==> src/rtl/ucsbece154b_bp_pkg.sv <==
`default_nettype none
// ============================================================================
// Module      : ucsbece154b_bp_pkg
// Description : Shared PHT state encodings and helpers for the gshare/BTB
//               branch predictor.
// Revision    : 1.0 - initial release
// ============================================================================
package ucsbece154b_bp_pkg;

  localparam logic [1:0] c_pht_sn    = 2'b00;
  localparam logic [1:0] c_pht_wn    = 2'b01;
  localparam logic [1:0] c_pht_wt    = 2'b10;
  localparam logic [1:0] c_pht_st    = 2'b11;
  localparam logic [1:0] c_pht_reset = c_pht_wn;

  // Ceiling log2; exact for the power-of-two sizes used here.
  function automatic int clog2(input int value);
    int w;
    w = 0;
    for (int i = 0; i < 31; i++) begin
      if ((1 << i) < value) w = i + 1;
    end
    return w;
  endfunction

  // Saturating 2-bit counter step.
  function automatic logic [1:0] pht_next(input logic [1:0] state, input logic taken);
    logic [1:0] nxt;
    if (taken) nxt = (state == c_pht_st) ? c_pht_st : state + 2'b01;
    else       nxt = (state == c_pht_sn) ? c_pht_sn : state - 2'b01;
    return nxt;
  endfunction

endpackage
`default_nettype wire

==> src/rtl/ucsbece154b_btb.sv <==
`default_nettype none
// ============================================================================
// Module      : ucsbece154b_btb
// Description : Direct-mapped branch target buffer with combinational lookup
//               and a single synchronous write port.
// Revision    : 1.0 - initial release
// ============================================================================
module ucsbece154b_btb
  import ucsbece154b_bp_pkg::*;
#(
  parameter int NUM_ENTRIES = 32
) (
  input  logic        clk,
  input  logic        reset,
  input  logic [31:0] i_lookup_pc,
  output logic        o_hit,
  output logic [31:0] o_target,
  output logic        o_is_jump,
  input  logic        i_we,
  input  logic [31:0] i_wr_pc,
  input  logic [31:0] i_wr_target,
  input  logic        i_wr_is_jump
);

  localparam int c_idx_w = clog2(NUM_ENTRIES);
  localparam int c_tag_w = 30 - c_idx_w;

  logic [NUM_ENTRIES-1:0] r_valid;
  logic [NUM_ENTRIES-1:0] r_is_jump;
  logic [c_tag_w-1:0]     r_tag    [NUM_ENTRIES];
  logic [31:0]            r_target [NUM_ENTRIES];

  logic [c_idx_w-1:0] w_rd_idx;
  logic [c_idx_w-1:0] w_wr_idx;
  logic [c_tag_w-1:0] w_rd_tag;
  logic [c_tag_w-1:0] w_wr_tag;
  logic               w_unused_pc_bits;

  assign w_rd_idx = i_lookup_pc[c_idx_w+1:2];
  assign w_rd_tag = i_lookup_pc[31:c_idx_w+2];
  assign w_wr_idx = i_wr_pc[c_idx_w+1:2];
  assign w_wr_tag = i_wr_pc[31:c_idx_w+2];
  assign w_unused_pc_bits = ^{i_lookup_pc[1:0], i_wr_pc[1:0]};

  // Reads see pre-update contents; a write lands on the next cycle.
  assign o_hit     = r_valid[w_rd_idx] && (r_tag[w_rd_idx] == w_rd_tag);
  assign o_target  = o_hit ? r_target[w_rd_idx] : 32'h0;
  assign o_is_jump = r_is_jump[w_rd_idx];

  always_ff @(posedge clk) begin
    if (reset) begin
      r_valid <= '0;
    end else if (i_we) begin
      r_valid[w_wr_idx] <= 1'b1;
    end
  end

  // Payload needs no reset: a cleared valid bit masks stale contents.
  always_ff @(posedge clk) begin
    if (i_we && !reset) begin
      r_tag[w_wr_idx]     <= w_wr_tag;
      r_target[w_wr_idx]  <= i_wr_target;
      r_is_jump[w_wr_idx] <= i_wr_is_jump;
    end
  end

endmodule
`default_nettype wire

==> src/rtl/ucsbece154b_branch_predictor.sv <==
`default_nettype none
// ============================================================================
// Module      : ucsbece154b_branch_predictor
// Description : gshare direction predictor plus direct-mapped BTB; optional
//               statistics counters enabled by UCSBECE154B_BP_STATS_EN.
// Revision    : 1.0 - initial release
// ============================================================================
module ucsbece154b_branch_predictor
  import ucsbece154b_bp_pkg::*;
#(
  parameter int NUM_BTB_ENTRIES = 32,
  parameter int NUM_GHR_BITS    = 5
) (
  input  logic                    clk,
  input  logic                    reset,
  input  logic [31:0]             PCF_i,
  output logic                    PredictTakenF_o,
  output logic [31:0]             PredictTargetF_o,
  output logic [NUM_GHR_BITS-1:0] PHTIndexF_o,
  input  logic                    BranchE_i,
  input  logic                    JumpE_i,
  input  logic                    TakenE_i,
  input  logic [31:0]             PCE_i,
  input  logic [31:0]             TargetE_i,
  input  logic [NUM_GHR_BITS-1:0] PHTIndexE_i,
  input  logic                    MispredictE_i,
  output logic [31:0]             BranchCount_o,
  output logic [31:0]             MispredictCount_o
);

  localparam int c_pht_entries = 1 << NUM_GHR_BITS;

  logic [NUM_GHR_BITS-1:0] r_ghr;
  logic [1:0]              r_pht [c_pht_entries];

  logic        w_btb_hit;
  logic        w_btb_is_jump;
  logic [31:0] w_btb_target;
  logic        w_resolve;
  logic        w_is_branch;
  logic        w_btb_we;

  assign PHTIndexF_o      = PCF_i[NUM_GHR_BITS+1:2] ^ r_ghr;
  assign PredictTakenF_o  = w_btb_hit && (w_btb_is_jump || r_pht[PHTIndexF_o][1]);
  assign PredictTargetF_o = w_btb_target;

  // Branch and jump together is illegal; the jump interpretation wins.
  assign w_resolve   = BranchE_i || JumpE_i;
  assign w_is_branch = BranchE_i && !JumpE_i;
  assign w_btb_we    = w_resolve && TakenE_i;

  ucsbece154b_btb #(
    .NUM_ENTRIES (NUM_BTB_ENTRIES)
  ) u_btb (
    .clk          (clk),
    .reset        (reset),
    .i_lookup_pc  (PCF_i),
    .o_hit        (w_btb_hit),
    .o_target     (w_btb_target),
    .o_is_jump    (w_btb_is_jump),
    .i_we         (w_btb_we),
    .i_wr_pc      (PCE_i),
    .i_wr_target  (TargetE_i),
    .i_wr_is_jump (JumpE_i)
  );

  always_ff @(posedge clk) begin
    if (reset) begin
      r_ghr <= '0;
      for (int i = 0; i < c_pht_entries; i++) begin
        r_pht[i] <= c_pht_reset;
      end
    end else if (w_is_branch) begin
      r_ghr              <= {r_ghr[NUM_GHR_BITS-2:0], TakenE_i};
      r_pht[PHTIndexE_i] <= pht_next(r_pht[PHTIndexE_i], TakenE_i);
    end
  end

`ifdef UCSBECE154B_BP_STATS_EN
  logic [31:0] r_branch_count;
  logic [31:0] r_mispredict_count;

  always_ff @(posedge clk) begin
    if (reset) begin
      r_branch_count     <= 32'h0;
      r_mispredict_count <= 32'h0;
    end else if (w_resolve) begin
      r_branch_count <= r_branch_count + 32'h1;
      if (MispredictE_i) r_mispredict_count <= r_mispredict_count + 32'h1;
    end
  end

  assign BranchCount_o     = r_branch_count;
  assign MispredictCount_o = r_mispredict_count;
`else
  logic w_unused_stats;
  assign w_unused_stats    = MispredictE_i;
  assign BranchCount_o     = 32'h0;
  assign MispredictCount_o = 32'h0;
`endif

endmodule
`default_nettype wire
==> config.mk <==
export PLATFORM = sky130hd
export DESIGN_NAME = ucsbece154b_branch_predictor
export DESIGN_NICKNAME = d
export VERILOG_FILES = /design/src/rtl/ucsbece154b_bp_pkg.sv /design/src/rtl/ucsbece154b_btb.sv /design/src/rtl/ucsbece154b_branch_predictor.sv
export SDC_FILE = /design/constraint.sdc
export NUM_CORES = 2
export LEC_CHECK = 0
export CORE_MARGIN = 5
export CORE_UTILIZATION = 35
export DETAILED_ROUTE_END_ITERATION = 8
export PLACE_DENSITY = 0.62
export SKIP_LAST_GASP = 1
export SLEW_MARGIN = 20
export SYNTH_ARGS = -nofsm -noshare
export SYNTH_HDL_FRONTEND = slang
export SYNTH_SLANG_ARGS = --single-unit
==> constraint.sdc <==
create_clock -name clk -period 4.48 [get_ports clk]
set_clock_uncertainty 0.15 [all_clocks]
set_input_delay 0.448 -clock clk [delete_from_list [all_inputs] [get_ports clk]]
set_output_delay 0.448 -clock clk [all_outputs]
set_load 0.01 [all_outputs]
==> results.ini <==
[setup_path]
cpLargestDelayFamily = multiplexers
r2r-start = r_pht[22][1]
ff2ff_path_depth = 7
path_class = reg -> out
endpoint_kind = output port
cp_cell_sequence = mux4_2 > mux4_2 > mux2i_4 > xnor2_2 > a21o_1 > or4_4 > buf_12 > buf_12 > buf_16 > a2111oi_4 > buf_4 > buf_6
r2r_slack_ns = 1.76
crit_arrival_ns = 4.15
crit_slowest_cell = or4_4
cp_num_buf_inv = 5
cp_data_required_time_ns = 3.88
r2r-end = r_pht[11][1]
cpPeakStageDelay_ns = 0.52
crit_fanout = 8
worstSetupStartpointType = register

[yosys]
syn_area_sq_um = 77000
syn_avg_cell_area_sq_um = 21.5
synth_seq_area_share_pct = 75.9
syn_inst = 3576
synth_edf_count = 1920
synth_cell_types = 64
ys.warnings.count = 0
ys_ff_latch = 1957
synthArstFlopShare_pct = 0
synth_ff_type = edfxtp_1

[drt]
viasPerCell = 5.47
vias = 38800
dr.pass1.iters = 5
routed_wl_mm = 210
ant_nets = 0
drt_drc_violations_left = 0
post_drt_wl_per_cell_um = 29.6
drt_iter0_drc = 4085

[clock_network]
clock_path_buffers = 3
htree_levels = 4
clock_latency_ns = 0.82
cts.sinks = 1957
clk_pin_slew_worst_paths_ns = 0.06
root_buffer = clkbuf_16
cts_made_buffers = 194
cts_tree = yes

[sta]
worst_hold_slack_ns = -0.00130
hold_viol_final = 2
timing.slew.headroom_pct = 22.1
worst_slew_pin_slew_ns = 1.16
fmax_mhz = 211
setup_ws_ns = -0.266
drv_slew = 0
fin_crit_sh_pct = 106
rsz0062_at_grt = yes
period_needed_ns = 4.75
finalSetupViolCount = 33
tns_ns = -6.25

[worst_hold_path]
min_path_cells = 1
hp-class = in -> reg
min-delay-start = TargetE_i[3]
hold-path-endpoint = u_btb.r_target[31][3]

[pwr]
vdd.ir_drop.worst_mv = 0.440
powerDensity_nw_per_um2 = 421
p_leak_nw = 29.1

[run_status]
outcome = finished, violations left
violations = hold timing, setup timing

[grt]
grtUsageMet3_pct = 3.43
grtUsageTotal_pct = 18.1
grt_pass1_wl_mm = 297
use_met2_pct = 30.3
antenna_found_initial = 24
grt_pass1_vias = 39200
gr-total-overflow = 0
grt_max_degree = 114
use_met1_pct = 24.0
grt.busiest_layer = met2

[cells_and_area]
layoutNonFillerInstCount = 7096
fin_nets = 4158
drive_above_1_share_pct = 29.0
area_growth_pct = 18.4

[placed_design]
portBuffers = 139
hpwlAfterDp_mm = 117
dp.cells = 6721
gp_congestion = 0.783

[floorplanning]
num_io_pins = 209
dieArea_sq_um = 229000
initial_core_util_pct = 35.1
dieWidth_um = 479
rows = 172
fp.dieH_um = 479
core_region_area_sq_um = 219000

[flow_run]
drv_cap = 0

==> synthesized netlist by cell type (16+ instances only) <==
| cell type | number | area share (%) |
|---|---|---|
| dfxtp_1 | 37 | 0.96 |
| nor3_1 | 27 | 0.18 |
| nor2_1 | 77 | 0.38 |
| mux4_2 | 472 | 14 |
| buf_6 | 25 | 0.37 |
| a2111oi_2 | 29 | 0.57 |
| buf_4 | 82 | 0.80 |
| edfxtp_1 | 1920 | 75 |
| nand2_1 | 129 | 0.63 |
| o22ai_1 | 16 | 0.13 |
| a21o_1 | 34 | 0.33 |
| a221oi_1 | 29 | 0.33 |
| o21ai_0 | 36 | 0.23 |
| nand4_1 | 20 | 0.16 |
| nor2b_1 | 19 | 0.15 |
| buf_2 | 82 | 0.53 |
| a22oi_1 | 69 | 0.67 |
| mux2i_1 | 197 | 2.6 |
| clkbuf_1 | 63 | 0.31 |
| nand3_1 | 54 | 0.35 |
==> area by class of cell <==
| cell class | count | area [sq um] |
|---|---|---|
| Antenna cell | 14 | 35.0 |
| Sequential cell | 1957 | 58400 |
| Fill cell | 18800 | 128000 |
| Clock inverter | 118 | 1150 |
| Clock buffer | 238 | 5090 |
| Inverter | 8 | 36.3 |
| Tap cell | 2871 | 3590 |
| Multi-Input combinational cell | 1409 | 17800 |
| Timing Repair Buffer | 481 | 5040 |
==> repair_timing <==
item,in CTS,in global routing
gates resized for setup,202,13
cloned,3,0
pin swaps,7,7
buffers inserted,7,5
hold buffers,0,4
hold endpoints to repair,0,108
setup endpoints to repair,33,33
==> layer usage <==
layer | part of all wire (%) | vias to the layer above
met5 | 0.034 | -
met4 | 2.9 | 12
met3 | 7.1 | 311
met2 | 50 | 1636
met1 | 40 | 21000
li1 | - | 15900
==> metrics by stage <==
step / instance area [sq um] / util (%) / setup WS [ns] / hold slack (ns) / power [mW]
final: 91200 / 41.6 / -0.266 / -0.00130 / 38.4
after global routing: 91100 / 41.6 / -0.408 / 0.00377 / 39.6
after CTS: 91000 / 41.5 / -0.379 / 0.0842 / 38.7
after detailed placement: 84300 / 38.4 / -0.772 / 0.285 / 22.7
after global placement: 84300 / 38.4 / -0.791 / 0.278 / 22.7
after floorplan: 77200 / - / 0.241 / 0.271 / 21.8
==> how the worst max path moves through the flow <==
stage          slack [ns]  cells past startpoint                   end               start
2_1_floorplan        0.24                      5   u_btb.r_is_jump[20]               reset
3_3_place_gp        -0.79                     13  PredictTargetF_o[31]            PCF_i[2]
3_5_place_dp        -0.77                     13  PredictTargetF_o[31]            PCF_i[2]
4_1_cts             -0.38                     11  PredictTargetF_o[11]  u_btb.r_tag[3][20]
5_1_grt             -0.41                     12  PredictTargetF_o[18]  u_btb.r_tag[25][1]
6_report            -0.27                     12  PredictTargetF_o[28]  u_btb.r_tag[3][20]
==> power breakdown <==
part	total (mW)	switching [mW]	internal (mW)
combinational	2.12	1.22	0.892
clock	16.0	6.94	9.05
sequential	20.2	0.0297	20.2
==> cells by family (layout without fill, tap and decap cells) <==
kind of cell | Yosys count | after routing | synth area share, %
AO/OA/AOI/OAI | 263 | 263 | 2.72
XOR/XNOR | 26 | 26 | 0.315
adder cells (fa/ha/maj) | 2 | 2 | 0.0260
buffers and inverters | 273 | 845 | 2.23
flip-flops | 1957 | 1957 | 75.9
multiplexers | 677 | 677 | 16.5
other | 1 | 78 | 0.00487
AND/OR/NAND/NOR | 377 | 377 | 2.32
==> placed cells by master, fill, tap and decap left out, types with 8 or more instances in the layout <==
| master | instances |
|---|---|
| clkinvlp_4 | 9 |
| clkbuf_16 | 197 |
| mux4_2 | 474 |
| clkinv_1 | 39 |
| xor2_1 | 12 |
| clkbuf_1 | 40 |
| o21ai_1 | 8 |
| a21o_1 | 34 |
| buf_4 | 245 |
| o21ai_0 | 34 |
| clkinv_2 | 37 |
| a2111oi_4 | 31 |
| nand4_1 | 20 |
| nor2_4 | 32 |
| nor3_1 | 26 |
| clkdlybuf4s50_1 | 96 |
| edfxtp_1 | 1920 |
| bufinv_16 | 16 |
| a21oi_1 | 11 |
| buf_12 | 82 |
| dfxtp_1 | 37 |
| buf_2 | 25 |
| xnor2_1 | 10 |
| conb_1 | 64 |
| a221oi_1 | 28 |
| diode_2 | 14 |
| buf_6 | 18 |
| inv_6 | 8 |
| a22oi_1 | 69 |
| nand2_1 | 129 |
| nor2_1 | 45 |
| mux2i_1 | 196 |
| and2_1 | 9 |
| o22ai_1 | 16 |
| nor2b_1 | 19 |
| nand3_1 | 54 |
==> flip-flops by register name, summed over array words and instances, names as in the netlist <==
register / flops
u_btb.r_tag: 800
r_pht: 64
u_btb.r_is_jump: 32
u_btb.r_valid: 32
u_btb.r_target: 1024
r_ghr: 5
Power figures use the tool's default switching activity.
